--- src/rtl/alu_seq_if.sv ---
// Handshake and operand/result bundle between the control unit and the
// sequential ALU. The control unit holds the master side; alu_seq holds the slave side.
interface alu_seq_if #(
    parameter int WIDTH = 8
);
    logic             start;
    logic [2:0]       opCode;
    logic [WIDTH-1:0] operand1;
    logic [WIDTH-1:0] operand2;
    logic [WIDTH-1:0] result;
    logic [WIDTH-1:0] resultHigh;
    logic             busy;
    logic             done;
    logic             zeroFlag;
    logic             carryFlag;
    logic             overflowFlag;

    modport master (
        output start, opCode, operand1, operand2,
        input  result, resultHigh, busy, done, zeroFlag, carryFlag, overflowFlag
    );

    modport slave (
        input  start, opCode, operand1, operand2,
        output result, resultHigh, busy, done, zeroFlag, carryFlag, overflowFlag
    );
endinterface

--- src/rtl/alu_seq.sv ---
// Sequential WIDTH-bit ALU: single-cycle logic/arith ops plus a WIDTH-step shift-add MUL.
// Optional macro ALU_SATURATE_EN makes ADD/SUB saturate instead of wrap.
module alu_seq #(
    parameter int WIDTH = 8,
    parameter int CNT_W = $clog2(WIDTH) + 1
) (
    input  logic      clock,
    input  logic      reset,
    alu_seq_if.slave  bus
);
    typedef enum logic [2:0] {
        OP_ADD  = 3'd0,
        OP_SUB  = 3'd1,
        OP_AND  = 3'd2,
        OP_OR   = 3'd3,
        OP_XOR  = 3'd4,
        OP_SHL1 = 3'd5,
        OP_SHR1 = 3'd6,
        OP_MUL  = 3'd7
    } op_e;

    typedef enum logic {S_IDLE, S_MUL} state_e;

    state_e             state, state_next;
    op_e                op;
    logic               accept;
    logic               last_step;

    logic [CNT_W-1:0]   cnt;
    logic [WIDTH-1:0]   mcand;
    logic [2*WIDTH-1:0] prod;
    logic [WIDTH:0]     mul_add;
    logic [2*WIDTH-1:0] prod_next;

    logic [WIDTH:0]     sum, diff;
    logic [WIDTH-1:0]   alu_res;
    logic               alu_carry, alu_ovf;

    logic [WIDTH-1:0]   result_q, high_q;
    logic               done_q, zero_q, carry_q, ovf_q;

    assign op        = op_e'(bus.opCode);
    assign accept    = (state == S_IDLE) && bus.start;
    assign last_step = (cnt == CNT_W'(1));

    // NOTE: sequential state uses non-blocking assignments so every flop samples pre-edge values.
    always_ff @(posedge clock) begin
        if (reset) state <= S_IDLE;
        else       state <= state_next;
    end

    // NOTE: every combinational output gets a default first so no path can infer a latch.
    always_comb begin
        state_next = state;
        case (state)
            S_IDLE:  if (accept && op == OP_MUL) state_next = S_MUL;
            S_MUL:   if (last_step) state_next = S_IDLE;
            default: state_next = S_IDLE;
        endcase
    end

    always_comb begin
        bus.busy = (state == S_MUL);
    end

    // Single-cycle datapath, evaluated at WIDTH+1 bits so carry/borrow fall out of the top bit.
    always_comb begin
        sum       = {1'b0, bus.operand1} + {1'b0, bus.operand2};
        diff      = {1'b0, bus.operand1} - {1'b0, bus.operand2};
        alu_res   = '0;
        alu_carry = 1'b0;
        alu_ovf   = 1'b0;
        case (op)
            OP_ADD: begin
                alu_res   = sum[WIDTH-1:0];
                alu_carry = sum[WIDTH];
                alu_ovf   = (bus.operand1[WIDTH-1] == bus.operand2[WIDTH-1]) &&
                            (sum[WIDTH-1] != bus.operand1[WIDTH-1]);
`ifdef ALU_SATURATE_EN
                if (sum[WIDTH]) alu_res = '1;
`endif
            end
            OP_SUB: begin
                alu_res   = diff[WIDTH-1:0];
                alu_carry = diff[WIDTH];
                alu_ovf   = (bus.operand1[WIDTH-1] != bus.operand2[WIDTH-1]) &&
                            (diff[WIDTH-1] != bus.operand1[WIDTH-1]);
`ifdef ALU_SATURATE_EN
                if (diff[WIDTH]) alu_res = '0;
`endif
            end
            OP_AND:  alu_res = bus.operand1 & bus.operand2;
            OP_OR:   alu_res = bus.operand1 | bus.operand2;
            OP_XOR:  alu_res = bus.operand1 ^ bus.operand2;
            OP_SHL1: begin
                alu_res   = {bus.operand1[WIDTH-2:0], 1'b0};
                alu_carry = bus.operand1[WIDTH-1];
            end
            OP_SHR1: begin
                alu_res   = {1'b0, bus.operand1[WIDTH-1:1]};
                alu_carry = bus.operand1[0];
            end
            default: ;
        endcase
    end

    // Multiplier LSB-first: add the multiplicand into the high half, then shift the pair right.
    always_comb begin
        mul_add   = {1'b0, prod[2*WIDTH-1:WIDTH]} + (prod[0] ? {1'b0, mcand} : '0);
        prod_next = {mul_add, prod[WIDTH-1:1]};
    end

    always_ff @(posedge clock) begin
        if (reset) begin
            result_q <= '0;
            high_q   <= '0;
            done_q   <= 1'b0;
            zero_q   <= 1'b0;
            carry_q  <= 1'b0;
            ovf_q    <= 1'b0;
            mcand    <= '0;
            prod     <= '0;
            cnt      <= '0;
        end else begin
            done_q <= 1'b0;
            if (accept) begin
                if (op == OP_MUL) begin
                    mcand <= bus.operand1;
                    prod  <= {{WIDTH{1'b0}}, bus.operand2};
                    cnt   <= CNT_W'(WIDTH);
                end else begin
                    result_q <= alu_res;
                    high_q   <= '0;
                    zero_q   <= (alu_res == '0);
                    carry_q  <= alu_carry;
                    ovf_q    <= alu_ovf;
                    done_q   <= 1'b1;
                end
            end else if (state == S_MUL) begin
                prod <= prod_next;
                cnt  <= cnt - CNT_W'(1);
                if (last_step) begin
                    result_q <= prod_next[WIDTH-1:0];
                    high_q   <= prod_next[2*WIDTH-1:WIDTH];
                    zero_q   <= (prod_next == '0);
                    carry_q  <= (prod_next[2*WIDTH-1:WIDTH] != '0);
                    ovf_q    <= 1'b0;
                    done_q   <= 1'b1;
                end
            end
        end
    end

    assign bus.result       = result_q;
    assign bus.resultHigh   = high_q;
    assign bus.done         = done_q;
    assign bus.zeroFlag     = zero_q;
    assign bus.carryFlag    = carry_q;
    assign bus.overflowFlag = ovf_q;
endmodule

--- src/flat_wrapper.sv ---
// flat-port wrapper written by rule: the top's interface ports become plain ports
module alu_seq_flat 
#(
    parameter int WIDTH = 8,
    parameter int CNT_W = $clog2(WIDTH) + 1
)
  (clock, reset, bus_start, bus_opCode, bus_operand1, bus_operand2, bus_result, bus_resultHigh, bus_busy, bus_done, bus_zeroFlag, bus_carryFlag, bus_overflowFlag);
  alu_seq_if #(.WIDTH(WIDTH)) bus_i ();
  input  logic clock;
  input  logic reset;
  input wire logic [$bits(bus_i.start)-1:0] bus_start;
  input wire logic [$bits(bus_i.opCode)-1:0] bus_opCode;
  input wire logic [$bits(bus_i.operand1)-1:0] bus_operand1;
  input wire logic [$bits(bus_i.operand2)-1:0] bus_operand2;
  output wire logic [$bits(bus_i.result)-1:0] bus_result;
  output wire logic [$bits(bus_i.resultHigh)-1:0] bus_resultHigh;
  output wire logic [$bits(bus_i.busy)-1:0] bus_busy;
  output wire logic [$bits(bus_i.done)-1:0] bus_done;
  output wire logic [$bits(bus_i.zeroFlag)-1:0] bus_zeroFlag;
  output wire logic [$bits(bus_i.carryFlag)-1:0] bus_carryFlag;
  output wire logic [$bits(bus_i.overflowFlag)-1:0] bus_overflowFlag;
  assign bus_i.start = bus_start;
  assign bus_i.opCode = bus_opCode;
  assign bus_i.operand1 = bus_operand1;
  assign bus_i.operand2 = bus_operand2;
  assign bus_result = bus_i.result;
  assign bus_resultHigh = bus_i.resultHigh;
  assign bus_busy = bus_i.busy;
  assign bus_done = bus_i.done;
  assign bus_zeroFlag = bus_i.zeroFlag;
  assign bus_carryFlag = bus_i.carryFlag;
  assign bus_overflowFlag = bus_i.overflowFlag;
  alu_seq #(.WIDTH(WIDTH), .CNT_W(CNT_W)) u_core (.clock(clock), .reset(reset), .bus(bus_i));
endmodule
--- config.mk ---
export PLATFORM = sky130hd
export DESIGN_NAME = alu_seq_flat
export DESIGN_NICKNAME = d
export VERILOG_FILES = /design/src/rtl/alu_seq_if.sv /design/src/rtl/alu_seq.sv /design/src/flat_wrapper.sv
export SDC_FILE = /design/constraint.sdc
export NUM_CORES = 1
export LEC_CHECK = 0
export BUFFER_PORTS_ARGS = -buffer_cell sky130_fd_sc_hd__buf_2
export CORE_UTILIZATION = 54
export CTS_BUF_LIST = sky130_fd_sc_hd__clkbuf_8 sky130_fd_sc_hd__clkbuf_16
export DETAILED_ROUTE_END_ITERATION = 10
export GPL_TIMING_DRIVEN = 0
export PLACE_DENSITY = 0.77
export RECOVER_POWER = 100
export SLEW_MARGIN = 20
export SYNTH_ARGS = -nofsm -noshare
export SYNTH_HDL_FRONTEND = slang
export SYNTH_SLANG_ARGS = --single-unit
--- constraint.sdc ---
create_clock -name clock -period 2.8 [get_ports clock]
set_input_delay 0.56 -clock clock [delete_from_list [all_inputs] [get_ports clock]]
set_output_delay 0.56 -clock clock [all_outputs]
set_load 0.02 [all_outputs]
Yosys cells after proc, flatten, opt, wreduce, memory -nomap -nowiden
Index checks and enable logic that the tools add are counted.
{"block": "op_classes", "reduce_logical": 13, "n_eq_ne": 14, "bitwise_logic": 4, "n_addsub": 4, "muxes": 37}
{"op": "8-bit two-way mux", "count": 9}
{"op": "8-bit one-hot mux with 7 select lines", "count": 1}
{"op": "16-bit two-way mux", "count": 3}
{"op": "1-bit two-way mux", "count": 18}
{"op": "16-bit logical NOT", "count": 1}
{"op": "3-bit == test, second input constant", "count": 4}
{"op": "4-bit two-way mux", "count": 3}
{"op": "8-bit by 8-bit adder with 9-bit output", "count": 1}
{"op": "8-bit by 9-bit adder with 9-bit output", "count": 1}
{"op": "8-bit by 8-bit subtractor with 9-bit output", "count": 1}
{"op": "8-bit AND", "count": 1}
{"op": "8-bit logical NOT", "count": 1}
{"op": "8-bit OR", "count": 1}
{"op": "8-bit nonzero test", "count": 1}
{"op": "8-bit XOR", "count": 1}
{"op": "3-bit by 2-bit == test with 1-bit output, second input constant", "count": 2}
{"op": "4-bit by 1-bit == test with 1-bit output, second input constant", "count": 1}
{"op": "1-bit logical AND", "count": 4}
{"op": "2-bit != test, second input constant", "count": 2}
{"op": "1-bit one-hot mux with 2 select lines", "count": 2}
{"op": "1-bit one-hot mux with 4 select lines", "count": 1}
{"op": "2-bit AND reduction", "count": 2}
{"op": "2-bit nonzero test", "count": 2}
{"op": "4-bit by 1-bit subtractor with 4-bit output, second input constant", "count": 1}
{"op": "other kinds (6)", "count": 8}
{"block": "word_totals", "word_cells": 82, "reg_bits": 49, "inputBits": 22, "output_inout_bits": 21}

Logic depth before layout (Yosys ltp)
{"block": "logic_depth", "ltp_word": 6, "mapped_depth": 11, "mapped_depth_nobuf": 11}

Worst setup path before layout
No wires, ideal clock.
{"block": "synth_path", "path_kind": "input-to-reg", "startpoint": "in bus_operand2[2]", "endpoint": "reg u_core.zero_q (netlist: u_core.bus.zeroFlag)", "setup_slack_ns": 0.036, "setup_time_ns": 0.058, "arrival_time_ns": 2.706, "cell_stages": 10, "required_ns": 2.742, "path_buffers": 1, "cell_sequence": "inv_1 ha_1 buf_6 mux2_4 a32oi_1 o21ai_1 or4_4 or4_4 nor3_2 a31o_1"}
{"block": "synth_between", "elab_chain_cells": 5, "word_cells_on_any_way": 9, "classes_between": "add/sub (2); mux (3); bitwise (3); reduce/logical (1)"}
{"item": "from (decl)", "line_no": "flat_wrapper.sv:14", "text": "input wire logic [$bits(bus_i.operand2)-1:0] bus_operand2;"}
{"item": "8-bit by 8-bit subtractor with 9-bit output (tied with other cells)", "line_no": "alu_seq.sv:69", "text": "diff = {1'b0, bus.operand1} - {1'b0, bus.operand2};"}
{"item": "8-bit one-hot mux with 7 select lines *", "line_no": "alu_seq.sv:73", "text": "case (op)"}
{"item": "8-bit logical NOT *", "line_no": "alu_seq.sv:134", "text": "zero_q <= (alu_res == '0);"}
{"item": "1-bit two-way mux *", "line_no": "alu_seq.sv:127", "text": "if (op == OP_MUL) begin"}
{"item": "1-bit two-way mux *", "line_no": "alu_seq.sv:126", "text": "if (accept) begin"}
{"item": "to (signal assigned)", "line_no": "alu_seq.sv:134"}
{"item": "to (signal assigned)", "line_no": "alu_seq.sv:145", "text": "zero_q <= (prod_next == '0);"}
{"item": "to (decl)", "line_no": "alu_seq.sv:40", "text": "logic done_q, zero_q, carry_q, ovf_q;"}
Mark *: on every way between the ends. The rest lies on a longest branch, timed or not. The select of a mux whose other input is x is not followed.
A chain may end at the register's enable or synchronous reset.

Worst setup path in the final report
{"block": "layout_path", "startpoint": "in bus_operand1[0]", "endpoint": "reg u_core.zero_q (netlist: u_core.bus.zeroFlag)"}
{"block": "layout_between", "elab_chain_cells": 5, "word_cells_on_any_way": 9, "classes_between": "add/sub (2); mux (3); bitwise (3); reduce/logical (1)"}
{"item": "from (decl)", "line_no": "flat_wrapper.sv:13", "text": "input wire logic [$bits(bus_i.operand1)-1:0] bus_operand1;"}
{"item": "8-bit by 8-bit subtractor with 9-bit output (tied with other cells)", "line_no": "alu_seq.sv:69"}
{"item": "8-bit one-hot mux with 7 select lines *", "line_no": "alu_seq.sv:73"}
{"item": "8-bit logical NOT *", "line_no": "alu_seq.sv:134"}
{"item": "1-bit two-way mux *", "line_no": "alu_seq.sv:127"}
{"item": "1-bit two-way mux *", "line_no": "alu_seq.sv:126"}
Marks and branches as above.

==> out/qor.json <==
{
  "yosys": {
    "synth.net_count": 562,
    "synthTopCellsByArea": "dfxtp_1 26%, ha_1 11%, nand2_1 7.3%",
    "netlist_top_cells_count": "74 x nand2_1, 57 x nor2_1, 49 x dfxtp_1",
    "synth_area_leader_cell": "dfxtp_1",
    "netlist-cell-type-count": 67,
    "synthDominantCellAreaShare": 0.256,
    "ys_ff_latch": 49,
    "mappedNetlistArea_um2": 3830,
    "synth.yosys.seq_area_share": 0.256,
    "yosys.area_share.simple": 0.243,
    "synth_mux_area_frac": 0.0340,
    "syn_area_per_cell_um2": 7.61,
    "synth_edf_count": 0,
    "synth_flop_cell": "dfxtp_1",
    "synth_top_family_by_area": "simple AND/OR/NAND/NOR gates",
    "yosys.area_share.xor_xnor": 0.0275,
    "compound_gate_fraction_of_synth_area": 0.236,
    "ys_async_sr_fraction": 0,
    "synthCells": 503,
    "synth.yosys.warnings": 0,
    "synthMostInstantiatedCell": "nand2_1",
    "synth_fa_ha_area_frac": 0.127
  },
  "cells_and_area": {
    "layout.nets": 614,
    "areaGrowthSynthToFinish_pct": 13.4,
    "final_cell_area_um2": 4340,
    "drive_above_1_share": 0.128,
    "insertedDiodeCount": 0,
    "register_area_um2": 985,
    "finish.cell_count_without_fillers": 652,
    "n_fill_cell": 658,
    "multiInputGateArea_um2": 2620
  },
  "cts": {
    "cts_tree": "yes",
    "clockRootBuffer": "clkbuf_8",
    "number_of_hold_buffers_added_after_cts": 0,
    "number_of_buffers_on_the_longest_clock_path": 2,
    "clock_latency_ps": 320,
    "number_of_clock_sinks": 49,
    "cts-buffers-inserted": 5,
    "htreeDepth": 2,
    "clk_transition_reported_paths_ps": 100
  },
  "detailed_routing": {
    "remaining_drc_errors": 0,
    "wl_per_cell_um": 16.4,
    "via_per_inst": 6.04,
    "drtAntennaViolNets": 0,
    "firstDrtPassIters": 5,
    "totalWireLength_mm": 10.7,
    "detailedRoute.firstIterationViolations": 254,
    "detailroute.via_count": 3936
  },
  "sta": {
    "setup_viol": 0,
    "max_slew_margin": 0.407,
    "fmax_mhz": 368,
    "clock_skew_ps": 7.52,
    "worst-slew-pin-transition_ps": 867,
    "hold_violations": 0,
    "slew_viol_final": 0,
    "timing.final.crit_period_ps": 2720,
    "period_share": 0.971
  },
  "power": {
    "report.power.total_mw": 1.65,
    "vdd.ir_drop.worst_mv": 0.247,
    "power.density_nw_per_um2": 380,
    "total_leakage_power_nw": 1.78
  },
  "setup_path": {
    "worstSetupPathType": "in -> reg",
    "timing.critical_path.to_type": "flop",
    "cp-start-kind": "primary input",
    "worst_ep_required_time_ps": 3070,
    "r2r.worst_path.cells": 11,
    "timing.critical_path.arrival_ps": 2990,
    "maximum_fanout_encountered_on_the_critical_timing_path": 5
  },
  "place": {
    "hpwl_mm": 8.06,
    "replace_congestion": 0.947,
    "io_buffers": 41,
    "placed_cells_incl_taps": 640,
    "dpl-instance-area_um2": 4150
  },
  "worst_hold_path": {
    "cell_count_of_the_worst_hold_path": 2,
    "hold_path.class": "reg -> reg"
  },
  "global_routing": {
    "grt_max_degree": 18,
    "grt_pass1_vias": 3576,
    "grt_first_pass_wirelength_mm": 17.0,
    "grt.total_usage": 0.288,
    "gr_overflow_total": 0,
    "initial_antenna_violation_count": 0
  },
  "floorplanning": {
    "initial_utilization": 0.560,
    "die-height_um": 86.2,
    "boundaryPins": 43,
    "rows": 30,
    "coreArea_um2": 6830,
    "floorplan.die.width_um": 86.2,
    "die_area_um2": 7430
  },
  "status": {
    "status": "finished clean"
  },
  "job": {
    "timing.max_cap.violations": 0
  }
}
## path summary, 6_finish.rpt
| kind | start | to | slack, ps |
|---|---|---|---|
| setup / recovery | bus_operand1[0] | u_core.bus.zeroFlag$_SDFFE_PP0P_ | 80 |
| hold / removal | u_core.mcand[6]$_SDFFE_PP0P_ | u_core.mcand[6]$_SDFFE_PP0P_ | 460 |
| setup reg to reg | u_core.prod[0]$_SDFFE_PP0P_ | u_core.bus.carryFlag$_SDFFE_PP0P_ | 110 |
| hold reg to reg | u_core.mcand[6]$_SDFFE_PP0P_ | u_core.mcand[6]$_SDFFE_PP0P_ | 460 |
## power breakdown
group / switching (mW) / leakage (nW) / internal, mW
Sequential: 0.0199 / 0.399 / 0.722
Clock: 0.274 / 0.0423 / 0.182
Combinational: 0.277 / 1.34 / 0.173
## cell type report
type,instances,area share
clock inverter,3,0.00606
tap,96,0.0277
inverter,32,0.0288
buffer,28,0.0378
multi-input combinational,394,0.604
sequential,49,0.227
timing repair buffer,45,0.0531
clock buffer,5,0.0159
## layer usage
| layer | part of all wire | vias up | track usage |
|---|---|---|---|
| met1 | 0.43 | 1839 | 0.368 |
| met5 | 0 | - | 0 |
| li1 | - | 1886 | - |
| met2 | 0.47 | 179 | 0.486 |
| met3 | 0.066 | 32 | 0.0390 |
| met4 | 0.033 | 0 | 0.126 |
## state kept, by name (all words and copies together) (netlist names)
name,cells
u_core.prod,16
u_core.bus.resultHigh,8
u_core.bus.result,8
u_core.mcand,8
u_core.cnt,4
u_core.bus.busy,1
u_core.bus.carryFlag,1
u_core.bus.done,1
u_core.bus.overflowFlag,1
u_core.bus.zeroFlag,1
## kinds of logic after synthesis
logic type      Yosys count
buf+inv                  60
compound gates          132
xor+xnor                 12
mux                      12
fa+ha+maj                37
flops                    49
simple gates            201
## timing repair
action / CTS / global route
setup endpoints to repair: 2 / 3
resized for setup: 5 / 25
pin swaps: 1 / 14
buffers inserted: 0 / 4
## worst max-delay path: stages
cell and delay, ps:
buf_12 90, inv_6 30, ha_4 150, fa_2 390, xor2_1 170, o211ai_1 190, a21oi_1 100, or4_4 570
or4_4 430, nor3_2 150, a31o_1 150
## cells in the final DEF (no fill, tap or decap), types with 8 or more instances in the layout
master and n:
a21oi_1 39, a22oi_1 14, a311oi_1 8, and2_1 9
buf_2 20, clkbuf_1 39, clkbuf_8 9, dfxtp_1 48
ha_1 33, inv_1 30, nand2_1 74, nand3_1 20
nor2_1 57, nor3_1 11, o21ai_0 9
## per-stage QoR
stage	worst slack (ps)	hold WS, ps	utilization	TNS, ps
detailed placement	-330	445	0.608	-912
CTS	30.1	459	0.625	0
floorplan	35.9	432	-	0
global placement	-330	438	0.608	-821
finish	80.2	458	0.635	0
global route	-11.4	476	0.635	-11.4
Power figures use the tool's default switching activity.
